`src/rtl/gpio_scan_capture_if.sv`:
```
// Scan-bus monitor interface: raw scan word and error clear in, reconstructed
// frame and status flags out.
interface gpio_scan_capture_if;
  logic [31:0]  gpio_0;
  logic         err_clr;
  logic [127:0] rows_flat;
  logic [63:0]  hex_flat;
  logic         frame_valid;
  logic         seq_err;
  logic         sel_err;
  logic         scan_lost;

  modport master (
    output gpio_0, err_clr,
    input  rows_flat, hex_flat, frame_valid, seq_err, sel_err, scan_lost
  );

  modport slave (
    input  gpio_0, err_clr,
    output rows_flat, hex_flat, frame_valid, seq_err, sel_err, scan_lost
  );
endinterface

```
`src/rtl/gpio_scan_capture.sv`:
```
// Reconstructs matrix rows and hex digits from the multiplexed GPIO scan bus,
// publishing a double-buffered frame once rows 0..7 are captured in order.
module gpio_scan_capture #(
  parameter int unsigned STABLE_CYCLES  = 16,
  parameter int unsigned TIMEOUT_CYCLES = 262144
) (
  input  logic                 clock_50,
  input  logic                 reset_n,
  gpio_scan_capture_if.slave   bus
);
  localparam int TW = $clog2(TIMEOUT_CYCLES + 1);

  typedef enum logic [1:0] {IDLE, ARMED, DONE} state_t;

  state_t        state_q, state_d;
  logic [31:0]   gpio_q, prev_q;
  logic [7:0]    cnt_q, cnt_d;
  logic [2:0]    exp_q, cap_idx_q;
  logic [7:0]    mask_q;
  logic [TW-1:0] tmo_q;
  logic          publish_q, frame_valid_q, seq_err_q, sel_err_q;
  logic [127:0]  rows_q;
  logic [63:0]   hex_q;
  logic [15:0]   shadow_row_q [8];
  logic [7:0]    shadow_hex_q [8];

  logic [7:0]    sel;
  logic          row_blank, row_onehot, row_invalid, same_word, stable_hit;
  logic [2:0]    row_idx;
  logic [15:0]   cols_rev;
  logic [127:0]  shadow_rows_flat;
  logic [63:0]   shadow_hex_flat;
  logic          capture, seq_hit, publish_d;
  logic [7:0]    mask_cap;

  assign sel         = gpio_q[7:0];
  assign row_blank   = (sel == 8'd0);
  assign row_onehot  = $onehot(sel);
  assign row_invalid = !row_blank && !row_onehot;
  assign same_word   = (gpio_q == prev_q);
  assign stable_hit  = row_onehot && same_word && (cnt_q == 8'(STABLE_CYCLES - 1));

  always_comb begin
    row_idx = 3'd0;
    for (int k = 0; k < 8; k++) begin
      if (sel[k]) row_idx = 3'(k);
    end
  end

  // Column field arrives bit-reversed relative to the row data.
  for (genvar gi = 0; gi < 16; gi++) begin : g_rev
    assign cols_rev[gi] = gpio_q[23 - gi];
  end

  for (genvar gi = 0; gi < 8; gi++) begin : g_flat
    assign shadow_rows_flat[16*gi +: 16] = shadow_row_q[gi];
    assign shadow_hex_flat[8*gi +: 8]    = shadow_hex_q[gi];
  end

  always_comb begin
    state_d = state_q;
    capture = 1'b0;
    case (state_q)
      IDLE:  state_d = ARMED;
      ARMED: begin
        if (stable_hit) begin
          capture = 1'b1;
          state_d = DONE;
        end
      end
      DONE: begin
        if (row_blank || row_invalid || (row_idx != cap_idx_q)) state_d = ARMED;
      end
      default: state_d = IDLE;
    endcase
  end

  always_comb begin
    cnt_d = 8'd0;
    if (row_onehot && same_word) cnt_d = (cnt_q == 8'hFF) ? cnt_q : cnt_q + 8'd1;
  end

  assign seq_hit   = capture && (row_idx != exp_q);
  assign mask_cap  = seq_hit ? (8'd1 << row_idx) : (mask_q | (8'd1 << row_idx));
  assign publish_d = capture && (row_idx == 3'd7) && (mask_cap == 8'hFF);

  always_ff @(posedge clock_50 or negedge reset_n) begin
    if (!reset_n) begin
      state_q       <= IDLE;
      gpio_q        <= '0;
      prev_q        <= '0;
      cnt_q         <= '0;
      exp_q         <= '0;
      cap_idx_q     <= '0;
      mask_q        <= '0;
      tmo_q         <= '0;
      publish_q     <= 1'b0;
      frame_valid_q <= 1'b0;
      seq_err_q     <= 1'b0;
      sel_err_q     <= 1'b0;
      rows_q        <= '0;
      hex_q         <= '0;
      for (int k = 0; k < 8; k++) begin
        shadow_row_q[k] <= '0;
        shadow_hex_q[k] <= '0;
      end
    end else begin
      state_q   <= state_d;
      gpio_q    <= bus.gpio_0;
      prev_q    <= gpio_q;
      cnt_q     <= cnt_d;
      publish_q <= publish_d;
      seq_err_q <= (seq_err_q && !bus.err_clr) || seq_hit;
      sel_err_q <= (sel_err_q && !bus.err_clr) || row_invalid;

      if (capture) begin
        shadow_row_q[row_idx] <= cols_rev;
        shadow_hex_q[row_idx] <= gpio_q[31:24];
        mask_q                <= mask_cap;
        exp_q                 <= row_idx + 3'd1;
        cap_idx_q             <= row_idx;
      end else if (publish_q) begin
        mask_q <= '0;
      end

      frame_valid_q <= publish_q;
      if (publish_q) begin
        rows_q <= shadow_rows_flat;
        hex_q  <= shadow_hex_flat;
      end

      if (capture) tmo_q <= '0;
      else if (tmo_q != TW'(TIMEOUT_CYCLES)) tmo_q <= tmo_q + TW'(1);
    end
  end

  assign bus.rows_flat   = rows_q;
  assign bus.hex_flat    = hex_q;
  assign bus.frame_valid = frame_valid_q;
  assign bus.seq_err     = seq_err_q;
  assign bus.sel_err     = sel_err_q;
  assign bus.scan_lost   = (tmo_q == TW'(TIMEOUT_CYCLES));
endmodule

```
`src/flat_wrapper.sv`:
```
// flat-port wrapper written by rule: the top's interface ports become plain ports
module gpio_scan_capture_flat 
#(
  parameter int unsigned STABLE_CYCLES  = 16,
  parameter int unsigned TIMEOUT_CYCLES = 262144
)
  (clock_50, reset_n, bus_gpio_0, bus_err_clr, bus_rows_flat, bus_hex_flat, bus_frame_valid, bus_seq_err, bus_sel_err, bus_scan_lost);
  gpio_scan_capture_if bus_i ();
  input  logic clock_50;
  input  logic reset_n;
  input wire logic [$bits(bus_i.gpio_0)-1:0] bus_gpio_0;
  input wire logic [$bits(bus_i.err_clr)-1:0] bus_err_clr;
  output wire logic [$bits(bus_i.rows_flat)-1:0] bus_rows_flat;
  output wire logic [$bits(bus_i.hex_flat)-1:0] bus_hex_flat;
  output wire logic [$bits(bus_i.frame_valid)-1:0] bus_frame_valid;
  output wire logic [$bits(bus_i.seq_err)-1:0] bus_seq_err;
  output wire logic [$bits(bus_i.sel_err)-1:0] bus_sel_err;
  output wire logic [$bits(bus_i.scan_lost)-1:0] bus_scan_lost;
  assign bus_i.gpio_0 = bus_gpio_0;
  assign bus_i.err_clr = bus_err_clr;
  assign bus_rows_flat = bus_i.rows_flat;
  assign bus_hex_flat = bus_i.hex_flat;
  assign bus_frame_valid = bus_i.frame_valid;
  assign bus_seq_err = bus_i.seq_err;
  assign bus_sel_err = bus_i.sel_err;
  assign bus_scan_lost = bus_i.scan_lost;
  gpio_scan_capture #(.STABLE_CYCLES(STABLE_CYCLES), .TIMEOUT_CYCLES(TIMEOUT_CYCLES)) u_core (.clock_50(clock_50), .reset_n(reset_n), .bus(bus_i));
endmodule
```
`config.mk`:
```
export PLATFORM = sky130hd
export DESIGN_NAME = gpio_scan_capture_flat
export DESIGN_NICKNAME = d
export VERILOG_FILES = /design/src/rtl/gpio_scan_capture_if.sv /design/src/rtl/gpio_scan_capture.sv /design/src/flat_wrapper.sv
export SDC_FILE = /design/constraint.sdc
export NUM_CORES = 1
export LEC_CHECK = 0
export ABC_AREA = 1
export CORE_ASPECT_RATIO = 0.75
export CORE_MARGIN = 3
export CORE_UTILIZATION = 40
export DETAILED_ROUTE_END_ITERATION = 8
export GPL_ROUTABILITY_DRIVEN = 0
export PLACE_DENSITY = 0.66
export SETUP_SLACK_MARGIN = 0.4
export SLEW_MARGIN = 20
export SYNTH_ARGS = -nofsm -noshare
export SYNTH_HDL_FRONTEND = slang
export SYNTH_SLANG_ARGS = --single-unit
```
`constraint.sdc`:
```
create_clock -name clock_50 -period 9.6 [get_ports clock_50]
set_clock_uncertainty 0.05 [all_clocks]
set_input_delay 1.44 -clock clock_50 [delete_from_list [all_inputs] [get_ports clock_50]]
set_output_delay 1.44 -clock clock_50 [all_outputs]
set_load 0.05 [all_outputs]
```
# ---- After elaboration in Yosys (flattened, before gate mapping)
# Cells that the tools add are included.
dict set report word_totals {
  word_cells 106
  in_bits 35
  register_bits 495
  out_inout_bits 196
}
dict set report classes {
  shift 1
  bitwise 2
  addsub 10
  muxes 25
  n_eq_ne 15
  reduce_logical 21
  order_cmp 2
}
# op n
set op_table {}
lappend op_table {{$bwmux 128} 1}
lappend op_table {{$bwmux 64} 1}
lappend op_table {{$demux 16 s3} 1}
lappend op_table {{$mux 8} 6}
lappend op_table {{$mux 19} 2}
lappend op_table {{$eq 32x32->1} 1}
lappend op_table {{$demux 8 s3} 1}
lappend op_table {{$add 19x1->19 const B} 1}
lappend op_table {{$eq 19x19->1 const B} 1}
lappend op_table {{$ne 19x19->1 const B} 1}
lappend op_table {{$mux 3} 6}
lappend op_table {{$eq 8x8->1 const B} 2}
lappend op_table {{$mux 16} 1}
lappend op_table {{$add 4x4->4} 3}
lappend op_table {{$logic_and 1x1->1} 9}
lappend op_table {{$add 1x1->2} 4}
lappend op_table {{$add 8x1->8 const B} 1}
lappend op_table {{$eq 8x4->1 const B} 1}
lappend op_table {{$logic_not 8->1} 1}
lappend op_table {{$or 8x8->8} 1}
lappend op_table {{$shl 1x3->8 const A} 1}
lappend op_table {{$ne 3x3->1} 2}
lappend op_table {{$pmux 2 s3} 1}
lappend op_table {{$eq 4x1->1 const B} 1}
lappend op_table {{16 further kinds} 26}

# ---- Depth between registers and ports, before layout
# Gate-level depths: netlist of run 1.
dict set report depth {
  word_depth 13
  mapped_depth 21
  mapped_depth_nobuf 21
}

# ---- Least setup slack after synthesis of run 1
# OpenSTA, ideal clock, no wires.
dict set report synth_timing {
  path_type {reg2reg}
  start {reg u_core.gpio_q[6]}
  end {reg u_core.shadow_row_q[25] (netlist bit)}
  path_slack_ns 5.639
  period_less_slack_ns 3.961
  stages_incl_launch_ff 20
  required_ns 9.418
  path_buffers 2
  setup_ns 0.132
  arrival_time_ns 3.779
  path_cell_list {dfrtp_1 > ha_1 > fa_1 > inv_1 > fa_1 > inv_1 > ha_1 > fa_1 > nor3_2 > nand2_1 > nor2_1 > nand3_1 > nor2_4 > nand3_4 > nor2_4 > nand2_2 > buf_6 > buf_6 > nand2_1 > o21ai_0}
}
dict set report synth_via {
  elab_chain_cells 8
  elab_cells_between_ends 18
  classes_between {add/sub: 3; order compare: 2; eq/ne: 2; mux: 7; bitwise: 1; reduce/logical: 3}
}
# item line_no
set synth_lines {}
lappend synth_lines {{start: declaration} gpio_scan_capture.sv:16} ;# logic [31:0] gpio_q, prev_q;
lappend synth_lines {{start signal: assignment} gpio_scan_capture.sv:109} ;# gpio_q <= bus.gpio_0;
lappend synth_lines {{$add 1x1->2 (implied by the code) or $mux 3 (tied branches)} {gpio_scan_capture.sv:38, gpio_scan_capture.sv:46}}
lappend synth_lines {{$add 4x4->4 (implied by the code) or $mux 3 (tied branches)} {gpio_scan_capture.sv:38, gpio_scan_capture.sv:46}}
lappend synth_lines {{$add 4x4->4 (implied by the code) or $not 3->4 (tied branches)} {gpio_scan_capture.sv:38, gpio_scan_capture.sv:117}}
lappend synth_lines {{$eq 4x1->1, or another cell as far along} gpio_scan_capture.sv:38} ;# assign row_onehot = $onehot(sel);
lappend synth_lines {{$logic_and 1x1->1, on equally long branches} {gpio_scan_capture.sv:41, gpio_scan_capture.sv:117}}
lappend synth_lines {{$logic_and 1x1->1 or $mux 16 (tied branches)} {gpio_scan_capture.sv:41, gpio_scan_capture.sv:117}}
lappend synth_lines {{$mux 1 or $demux 16 s3 (tied branches)} {gpio_scan_capture.sv:66, gpio_scan_capture.sv:117}}
lappend synth_lines {{$mux 1 or $bwmux 128 (tied branches)} {gpio_scan_capture.sv:63, gpio_scan_capture.sv:117}}
lappend synth_lines {{end signal: indexed assignment} gpio_scan_capture.sv:117} ;# shadow_row_q[row_idx] <= cols_rev;
lappend synth_lines {{end: declaration} gpio_scan_capture.sv:24} ;# logic [15:0] shadow_row_q [8];
# Parallel ways exist; a longest one is shown, timed or not.
# A chain may end at the register's enable or synchronous reset.

# ---- Worst setup path after layout of run 1
dict set report layout_timing {
  start {reg u_core.gpio_q[6]}
  end {reg u_core.shadow_row_q[75] (netlist bit)}
}
# The elaborated chain is that of the path after synthesis.

==> impl_metrics.py, run 1 <==
metrics = {
    "pwr": {
        "power.density_nw_per_um2": 184,
        "power.leakage_nw": 12.0,
        "ir_worst_vdd_uv": 112,
        "finalPower_mw": 4.36,
    },
    "floorplan": {
        "start_util_pct": 41.2,
        "die_x_um": 259,
        "die_h_um": 196,
        "ioPinCount": 231,
        "core-area_sq_um": 46700,
        "rows": 68,
        "dieArea_sq_um": 50800,
    },
    "timing": {
        "worstMarginPinSlew_ns": 0.959,
        "hold_viol_final": 0,
        "tns_ns": 0,
        "period_share_pct": 53.0,
        "finalSetupViolCount": 0,
        "max-slew-margin-rel_pct": 36.0,
        "rsz0062_at_grt": "no",
        "drv_slew": 0,
        "fin_crit_ns": 5.08,
        "fmax_ghz": 0.197,
    },
    "logic_synthesis": {
        "syn_inst": 2052,
        "ys_types": 34,
        "yosysWarnings": 0,
        "syn-num-nets": 2112,
        "ys_seq_elements": 494,
        "synthTopCellsByArea": "dfrtp_1 64%, nand2_1 18%, o21ai_1 3.6%",
        "synth.most_common_cell": "nand2_1",
        "syn_area_per_cell_sq_um": 9.37,
        "ys.flop_type": "dfrtp_1",
        "synth_common_cells": "932 x nand2_1, 494 x dfrtp_1, 137 x o21ai_1, 114 x inv_1, 73 x o21ai_0",
        "netlist.area_leader.share_pct": 64.3,
        "synth_largest_area_cell": "dfrtp_1",
        "netlist_area_sq_um": 19200,
        "ys_seq_area_share_pct": 64.3,
        "synth-async-reset-ratio_pct": 100,
        "synth_edf_count": 0,
    },
    "setup_path": {
        "crit_top_cell": "fa_1",
        "cp_cell_sequence": "inv_2 > ha_1 > inv_1 > fa_1 > fa_1 > inv_1 > ha_1 > fa_1 > nor3_2 > nand2_1 > nor2_1 > nand3_1 > nor2_4 > nand3_4 > nor2_4 > nand2_2 > nand2_1 > o21ai_1",
        "worst_path_max_delay_cell": "nand2_2",
        "cpLargestDelayFamily": "simple AND/OR/NAND/NOR gates",
        "critical_path_class": "flop to flop",
        "crit_fanout": 48,
        "reg2reg_to": "u_core.shadow_row_q[75]",
        "rr_startpoint": "u_core.gpio_q[6]",
        "worstPathRequired_ns": 9.99,
        "end_kind": "flop",
        "cp.depth": 18,
        "endpoint": "u_core.shadow_row_q[75]",
        "crit_buf_inv": 3,
        "r2r_cells": 18,
        "arrival_ns": 5.47,
        "ff2ff_setup_slack_ns": 4.52,
        "max_stage_delay_ns": 0.56,
        "critPathLaunch": "u_core.gpio_q[6]",
        "cp-start-kind": "flop",
    },
    "clock_tree": {
        "cts-resized-gates": 0,
        "clk_latency_ns": 0.59,
        "clock-root-buffer": "clkbuf_16",
        "cts_tree": "yes",
        "post_cts_buffers": 0,
        "cts_hold_buffers": 0,
        "clockBufferDepth": 3,
        "cts.sinks": 494,
        "path_clk_slew_ns": 0.06,
        "cts-htree-levels": 2,
        "cts_made_buffers": 49,
    },
    "job": {
        "max-cap-violations": 0,
    },
    "placement": {
        "postPlaceCellArea_sq_um": 21900,
        "placedCellCount": 2831,
        "place_hpwl_um": 32600,
        "port_buffers": 230,
    },
    "route": {
        "vias": 14300,
        "ant_nets": 0,
        "drtPass1Iterations": 5,
        "wl_per_cell_um": 16.9,
        "drt_iter0_drc": 1262,
        "drt-total-wl_um": 49500,
        "route.detailed.drc": 0,
        "via_per_inst": 4.88,
    },
    "global_routing": {
        "antenna_found_initial": 3,
        "grt_pass1_wl_um": 78500,
        "grt_overflow": 0,
        "grt_pass1_vias": 14100,
        "grt_max_degree": 175,
        "grt_use_total_pct": 19.7,
    },
    "cells_and_area": {
        "antennaDiodeCount": 0,
        "area_growth_pct": 23.2,
        "nNetsFinal": 2313,
        "layout.cells.non_filler": 2923,
        "fin_area_sq_um": 23700,
        "drive_gt1_share_pct": 5.45,
    },
    "hold_path": {
        "hold_path_class": "flop to flop",
    },
    "outcome": {
        "outcome": "completed",
    },
}
[report_power, final]
part           leakage, nW  internal, mW  total (mW)  switching, mW
sequential            6.73          2.10        2.11         0.0132
combinational         4.41        0.0398       0.153          0.114
clock                0.872          1.27        2.09          0.821
[logic make-up (layout without fill, tap and decap cells)]
kind of cell / count (synthesis) / in the layout / synth area share, %
adders and majority gates: 25 / 25 / 1.78
AOI/OAI and AO/OA: 226 / 226 / 6.05
buffers and inverters: 217 / 458 / 5.20
and+or+nand+nor: 1072 / 1072 / 21.9
DFF: 494 / 494 / 64.3
xor gates and xnor gates: 18 / 18 / 0.820
[registers in the layout, summed over array words and instances (netlist names)]
name and cells:
u_core.shadow_hex_flat 64, u_core.bus.seq_err 1, u_core.gpio_q 32, u_core.tmo_q 19, u_core.mask_q 7, u_core.bus.sel_err 1, u_core.cap_idx_q 3, u_core.shadow_row_q 128
u_core.bus.frame_valid 1, u_core.cnt_q 8, u_core.bus.rows_flat 128, u_core.exp_q 3, u_core.bus.hex_flat 64, u_core.prev_q 32, u_core.publish_q 1, u_core.state_q 2
[layout by cell type (no fill, tap or decap), types with 11 or more instances in the layout]
| cell type | n |
|---|---|
| clkbuf_16 | 49 |
| inv_1 | 113 |
| inv_2 | 16 |
| nand4_1 | 11 |
| clkdlybuf4s50_1 | 229 |
| nor2_1 | 52 |
| ha_1 | 21 |
| dfrtp_1 | 493 |
| xnor2_1 | 13 |
| clkbuf_1 | 11 |
| nand3_1 | 43 |
| o21ai_0 | 73 |
| nor3_1 | 11 |
| nand2_1 | 932 |
| o21ai_1 | 137 |
[per-stage QoR]
step / util (%) / hold WS [ns] / setup slack [ns]
2_1_floorplan: - / 0.342 / 5.64
3_3_place_gp: 46.8 / 0.358 / 4.62
3_5_place_dp: 46.8 / 0.359 / 4.53
4_1_cts: 50.6 / 0.375 / 4.51
5_1_grt: 50.7 / 0.394 / 4.09
6_report: 50.7 / 0.374 / 4.52
[worst min path at each step]
stage | end | slack, ns | from | cells after the start
final | u_core.prev_q[9] | 0.37 | u_core.gpio_q[9] | 0
after global routing | u_core.prev_q[9] | 0.39 | u_core.gpio_q[9] | 0
after CTS | u_core.prev_q[9] | 0.38 | u_core.gpio_q[9] | 0
after detailed placement | u_core.prev_q[9] | 0.36 | u_core.gpio_q[9] | 0
after global placement | u_core.prev_q[13] | 0.36 | u_core.gpio_q[13] | 0
after floorplan | u_core.prev_q[14] | 0.34 | u_core.gpio_q[14] | 0
[worst reg2reg max path, delay by kind of cell (launching register included)]
family	cells	cell delay (ns)
adder cells (fa/ha/maj)	5	1.94
AND/OR/NAND/NOR	9	2.25
buffers and inverters	3	0.18
flip-flops	1	0.44
AO/OA/AOI/OAI	1	0.09
[final cells by class]
type                            instances  area (sq um)
Clock buffer                           67          1360
Clock inverter                         24           410
Fill cell                            4234         23000
Inverter                              130           493
Multi-Input combinational cell       1341          5870
Sequential cell                       494         12400
Tap cell                              630           788
Timing Repair Buffer                  237          2400
[per-layer routing]
| metal | track usage [%] | wire (um) |
|---|---|---|
| met3 | 3.64 | 3100 |
| met5 | 0 | 13 |
| met4 | 5.83 | 1130 |
| met2 | 29.9 | 21800 |
| met1 | 28.9 | 23500 |
Note: power is estimated with default switching activity, not from simulation.
==> run 2, diff against run 1 <==
Clock period 9.6 ns to 5.3 ns, I/O delays scaled along.
==> impl_metrics.py, run 2 (synthesized netlist as in run 1, its figures left out) <==
metrics = {
    "cells_and_area": {
        "fillers": 4233,
        "area_growth_pct": 23.3,
        "final_cell_mix": "932 x nand2_1, 493 x dfrtp_1, 229 x clkdlybuf4s50_1, 137 x o21ai_1, 113 x inv_1",
        "final_common_cell": "nand2_1",
        "fin_util_pct": 50.8,
        "drive_gt1_share_pct": 5.69,
        "nNetsFinal": 2321,
    },
    "timing": {
        "max-slew-margin-rel_pct": 34.4,
        "period_share_pct": 86.8,
        "tns_ns": 0,
        "worst_slack_ns": 0.699,
        "rsz0062_at_grt": "no",
        "hold_viol_final": 0,
        "fmax_ghz": 0.217,
        "fin_crit_ns": 4.60,
        "drv_slew": 0,
        "hold_ws_ns": 0.251,
        "worstMarginPinSlew_ns": 0.985,
        "finalSetupViolCount": 0,
    },
    "pwr": {
        "ir_worst_vdd_uv": 237,
        "power.density_nw_per_um2": 324,
        "p_clk_share_pct": 46.6,
        "swShare_pct": 21.9,
        "seq_power_share_pct": 49.7,
        "finalPower_mw": 7.69,
        "p_switching_mw": 1.68,
        "power.leakage_nw": 12.0,
        "intPower_mw": 6.01,
        "power_frac_comb_pct": 3.7,
    },
    "setup_path": {
        "crit_fanout": 48,
        "end_kind": "flop",
        "worstPathRequired_ns": 5.68,
        "critical_path_class": "flop to flop",
        "arrival_ns": 4.98,
        "cp-start-kind": "flop",
    },
    "hold_path": {
        "hold_path_class": "input pin to asynchronous set/reset pin",
    },
    "route": {
        "drt-total-wl_um": 50400,
        "route.detailed.drc": 0,
        "wl_per_cell_um": 17.2,
        "ant_nets": 0,
        "drt_iter0_drc": 1228,
        "drtPass1Iterations": 5,
        "via_per_inst": 4.90,
        "vias": 14400,
    },
    "floorplan": {
        "dieArea_sq_um": 50800,
        "start_util_pct": 41.2,
        "die_h_um": 196,
        "rows": 68,
        "die_x_um": 259,
        "core-area_sq_um": 46700,
        "ioPinCount": 231,
    },
    "placement": {
        "port_buffers": 230,
        "preCtsSetupSlack_ns": 0.435,
        "place_hpwl_um": 32900,
    },
    "clock_tree": {
        "clock-root-buffer": "clkbuf_16",
        "cts.sinks": 494,
        "path_clk_slew_ns": 0.07,
        "cts_made_buffers": 49,
        "cts_hold_buffers": 0,
        "clockBufferDepth": 3,
        "cts_tree": "yes",
        "clk_latency_ns": 0.57,
        "post_cts_buffers": 0,
        "cts-htree-levels": 2,
    },
    "global_routing": {
        "grt_pass1_vias": 14200,
        "antenna_found_initial": 2,
        "grt_use_total_pct": 20.1,
        "grt_overflow": 0,
        "grt_max_degree": 155,
        "grt_pass1_wl_um": 80700,
    },
    "outcome": {
        "outcome": "completed",
    },
    "job": {
        "max-cap-violations": 0,
    },
}
[run 2: cell type report]
type                    count  area, sq um  area share [%]
repair buffers            245         2490            10.5
inverters                 130          495            2.09
well taps                 630          788            3.32
diodes                      1         2.50          0.0106
clock inverters            19          253            1.07
clock buffers              72         1410            5.96
flip-flops and latches    494        12400            52.2
multi-input cells        1341         5900            24.9
[run 2: stage by stage]
stage,cells,cell area (sq um)
after detailed placement,2839,22000
after CTS,2930,23600
after global placement,2839,22000
after global routing,2931,23700
after floorplan,2052,19200
final,2932,23700
[run 2: worst paths after layout]
path                                    from                       end  slack [ns]  cells after the start
max                         u_core.gpio_q[7]   u_core.shadow_row_q[79]        0.70                     20
min                                  reset_n   u_core.bus.hex_flat[25]        0.25                      1
max reg2reg                 u_core.gpio_q[7]   u_core.shadow_row_q[79]        0.70                     20
min reg2reg                u_core.gpio_q[12]         u_core.prev_q[12]        0.37                      0
max in group asynchronous            reset_n  u_core.bus.rows_flat[69]        3.65                      2
min in group clock_50      u_core.gpio_q[12]         u_core.prev_q[12]        0.37                      0
[run 2: worst max-delay path: stages (launching register included)]
cell	delay (ns)
dfrtp_1	0.43
inv_2	0.10
ha_1	0.28
inv_1	0.05
fa_1	0.45
fa_1	0.52
inv_1	0.04
ha_1	0.20
fa_1	0.48
nor3_4	0.27
nand2_1	0.08
nor2_1	0.09
nand3_1	0.11
nor2_4	0.18
nand3_4	0.10
buf_6	0.22
nor2_4	0.26
nand2_2	0.11
buf_6	0.22
nand2_1	0.10
o21ai_0	0.08
[run 2: layer usage]
metal	routed length, um	track usage, %	share of wire, %	up-vias
li1	-	-	-	6832
met1	23900	29.9	47	7051
met2	21900	30.0	43	396
met3	3480	4.45	6.9	77
met4	1100	4.98	2.2	0
met5	0	0	0	-
[run 2: power groups by stage]
stage	clock network [mW]	logic (mW)	registers, mW
after floorplan	0	0.0979	3.89
after global placement	0	0.282	3.89
after detailed placement	0	0.287	3.89
after CTS	3.68	0.289	3.82
after global routing	3.84	0.324	3.82
final	3.59	0.287	3.82
[run 2: what timing repair did]
item	in CTS	in global routing
cloned	0	0
pin swaps	0	1
endpoints found under the setup margin	3	127
gates resized for setup	1	8
==> run 3, diff against run 2 <==
Settings changed: ABC_AREA 1 to 0, PLACE_DENSITY 0.66 to 0.69.
Clock period 5.3 ns to 4.1 ns, I/O delays scaled along.
==> impl_metrics.py, run 3 <==
metrics = {
    "clock_tree": {
        "clock-root-buffer": "clkbuf_16",
        "clockBufferDepth": 3,
        "cts-htree-levels": 2,
        "cts.sinks": 494,
        "cts_made_buffers": 48,
        "clk_latency_ns": 0.58,
        "cts_tree": "yes",
        "path_clk_slew_ns": 0.06,
    },
    "setup_path": {
        "worst_path_max_delay_cell": "fa_1",
        "crit_buf_inv": 6,
        "arrival_ns": 5.15,
        "end_kind": "flop",
        "cpLargestDelayFamily": "adder cells",
        "crit_fanout": 6,
        "cp-start-kind": "flop",
        "max_stage_delay_ns": 0.54,
        "crit_top_cell": "fa_1",
        "worstPathRequired_ns": 4.51,
        "cp_cell_sequence": "ha_2 > fa_1 > inv_1 > fa_1 > inv_1 > ha_2 > fa_1 > or4b_4 > nor4_4 > nand3_1 > nor4_2 > buf_4 > and2_4 > buf_6 > nand3_4 > buf_12 > buf_8 > mux2_4",
        "critical_path_class": "flop to flop",
    },
    "timing": {
        "tns_ns": -124.47,
        "fin_crit_ns": 4.73,
        "hold_viol_final": 0,
        "rsz0062_at_grt": "yes",
        "period_share_pct": 115,
        "finalSetupViolCount": 236,
        "worst_slack_ns": -0.631,
        "max-slew-margin-rel_pct": 40.4,
        "worstMarginPinSlew_ns": 0.895,
        "hold_ws_ns": 0.0617,
        "fmax_ghz": 0.211,
        "drv_slew": 0,
    },
    "cells_and_area": {
        "fillers": 3645,
        "area_growth_pct": 35.2,
        "drive_gt1_share_pct": 39.0,
        "final_common_cell": "dfrtp_1",
        "multi_input_area_sq_um": 6940,
        "layout.cells.non_filler": 2230,
        "fin_util_pct": 55.3,
        "regArea_sq_um": 12400,
        "nNetsFinal": 1619,
        "final_cell_mix": "492 x dfrtp_1, 262 x mux2_2, 228 x clkdlybuf4s50_1, 123 x mux2_4, 55 x buf_4",
    },
    "global_routing": {
        "grt-busiest-layer": "met2",
        "grt_pass1_wl_um": 74800,
        "grt_overflow": 0,
        "antenna_found_initial": 0,
        "grt_max_degree": 97,
        "grt_use_total_pct": 19.4,
        "use_met1_pct": 28.7,
        "use_met2_pct": 29.6,
        "use_met3_pct": 4.57,
        "grt_pass1_vias": 11900,
    },
    "pwr": {
        "power.density_nw_per_um2": 383,
        "power.leakage_nw": 12.2,
        "seq_power_share_pct": 50.5,
        "ir_worst_vdd_uv": 276,
        "power_frac_comb_pct": 3.8,
        "p_switching_mw": 2.18,
        "p_clk_share_pct": 45.7,
        "intPower_mw": 7.67,
        "swShare_pct": 22.1,
    },
    "floorplan": {
        "die_x_um": 258,
        "ioPinCount": 231,
        "start_util_pct": 40.9,
        "rows": 68,
        "core-area_sq_um": 46500,
        "die_h_um": 195,
        "dieArea_sq_um": 50200,
    },
    "route": {
        "drt-total-wl_um": 49300,
        "drt_iter0_drc": 719,
        "ant_nets": 0,
        "vias": 11300,
        "route.detailed.drc": 0,
        "drtPass1Iterations": 4,
        "via_per_inst": 5.05,
        "wl_per_cell_um": 22.1,
    },
    "logic_synthesis": {
        "synth-async-reset-ratio_pct": 100,
        "ys_seq_elements": 494,
        "syn_inst": 1236,
        "synth_compound_area_share_pct": 1.29,
        "ys_types": 54,
        "ys_seq_area_share_pct": 65.0,
        "netlist.area_leader.share_pct": 65.0,
        "synth_edf_count": 0,
        "yosysWarnings": 0,
        "synth_common_cells": "494 x dfrtp_1, 382 x mux2_2, 46 x clkbuf_1, 39 x nor2_1, 39 x xor2_1",
        "synth.most_common_cell": "dfrtp_1",
        "synth_fa_ha_area_share_pct": 1.80,
        "syn-num-nets": 1296,
        "synth_xor_area_share_pct": 2.44,
        "ys.flop_type": "dfrtp_1",
        "yosys.area_share.simple_pct": 4.30,
        "synth_top_family_by_area": "multiplexers",
        "netlist_area_sq_um": 19000,
        "synth_largest_area_cell": "dfrtp_1",
        "synthTopCellsByArea": "dfrtp_1 65%, mux2_2 23%, xor2_1 1.8%",
        "syn_area_per_cell_sq_um": 15.4,
        "muxShareOfSynthArea_pct": 22.9,
    },
    "outcome": {
        "outcome": "finished, violations left",
        "violations": "negative setup slack",
    },
    "placement": {
        "port_buffers": 230,
        "place_hpwl_um": 29900,
        "preCtsSetupSlack_ns": -0.750,
        "placedCellCount": 2081,
    },
    "job": {
        "max-cap-violations": 0,
    },
    "hold_path": {
        "hold_path_class": "input pin to asynchronous set/reset pin",
    },
}
-- run 3: worst paths after layout --
| kind | from | to | slack [ns] | depth (start not counted) |
|---|---|---|---|---|
| worst max-delay path | u_core.gpio_q[3] | u_core.shadow_row_q[95] | -0.63 | 18 |
| worst min-delay path | reset_n | u_core.tmo_q[3] | 0.06 | 1 |
| worst max register to register | u_core.gpio_q[3] | u_core.shadow_row_q[95] | -0.63 | 18 |
| worst min register to register | u_core.bus.seq_err | u_core.bus.seq_err | 0.42 | 1 |
| max in group asynchronous | reset_n | u_core.shadow_row_q[58] | 3.00 | 2 |
| min in group clock_50 | bus_gpio_0[10] | u_core.gpio_q[10] | 0.42 | 1 |
-- run 3: repair_timing --
item / in CTS / in global routing
endpoints found under the setup margin: 237 / 237
buffers inserted: 30 / 12
gates resized for setup: 100 / 36
hold buffers: 0 / 0
cloned: 13 / 3
pin swaps: 10 / 15
-- run 3: final cells by class --
cell class / instances / area share (%)
Timing Repair Buffer: 343 / 15.1
Clock inverter: 14 / 0.818
Clock buffer: 76 / 5.48
Antenna cell: 1 / 0.00973
Inverter: 26 / 0.380
Tap cell: 630 / 3.07
Sequential cell: 494 / 48.1
Multi-Input combinational cell: 646 / 27.0
-- run 3: power by group through the flow --
stage	Combinational, mW	Clock (mW)	Sequential [mW]
2_1_floorplan	0.113	0	5.02
3_3_place_gp	0.319	0	5.07
3_5_place_dp	0.325	0	5.07
4_1_cts	0.353	4.62	4.98
5_1_grt	0.415	4.80	4.98
6_report	0.375	4.50	4.98
-- run 3: cell families (layout without fill, tap and decap cells) --
family | count (synthesis) | after routing
other | 0 | 1
DFF | 494 | 494
buffers and inverters | 96 | 459
xor gates and xnor gates | 53 | 53
AOI/OAI and AO/OA | 34 | 34
and+or+nand+nor | 147 | 147
muxes | 387 | 387
adders and majority gates | 25 | 25
-- run 3: stage by stage --
stage	power, mW	area, sq um
3_3_place_gp	5.38	22700
4_1_cts	9.95	25400
6_report	9.86	25700
5_1_grt	10.2	25700
2_1_floorplan	5.14	19400
3_5_place_dp	5.39	22700
-- run 3: layer usage --
layer  routed length [um]  vias up
li1                     -     4953
met1                23300     5993
met2                22400      268
met3                 2850       51
met4                  655        0
met5                    0        -
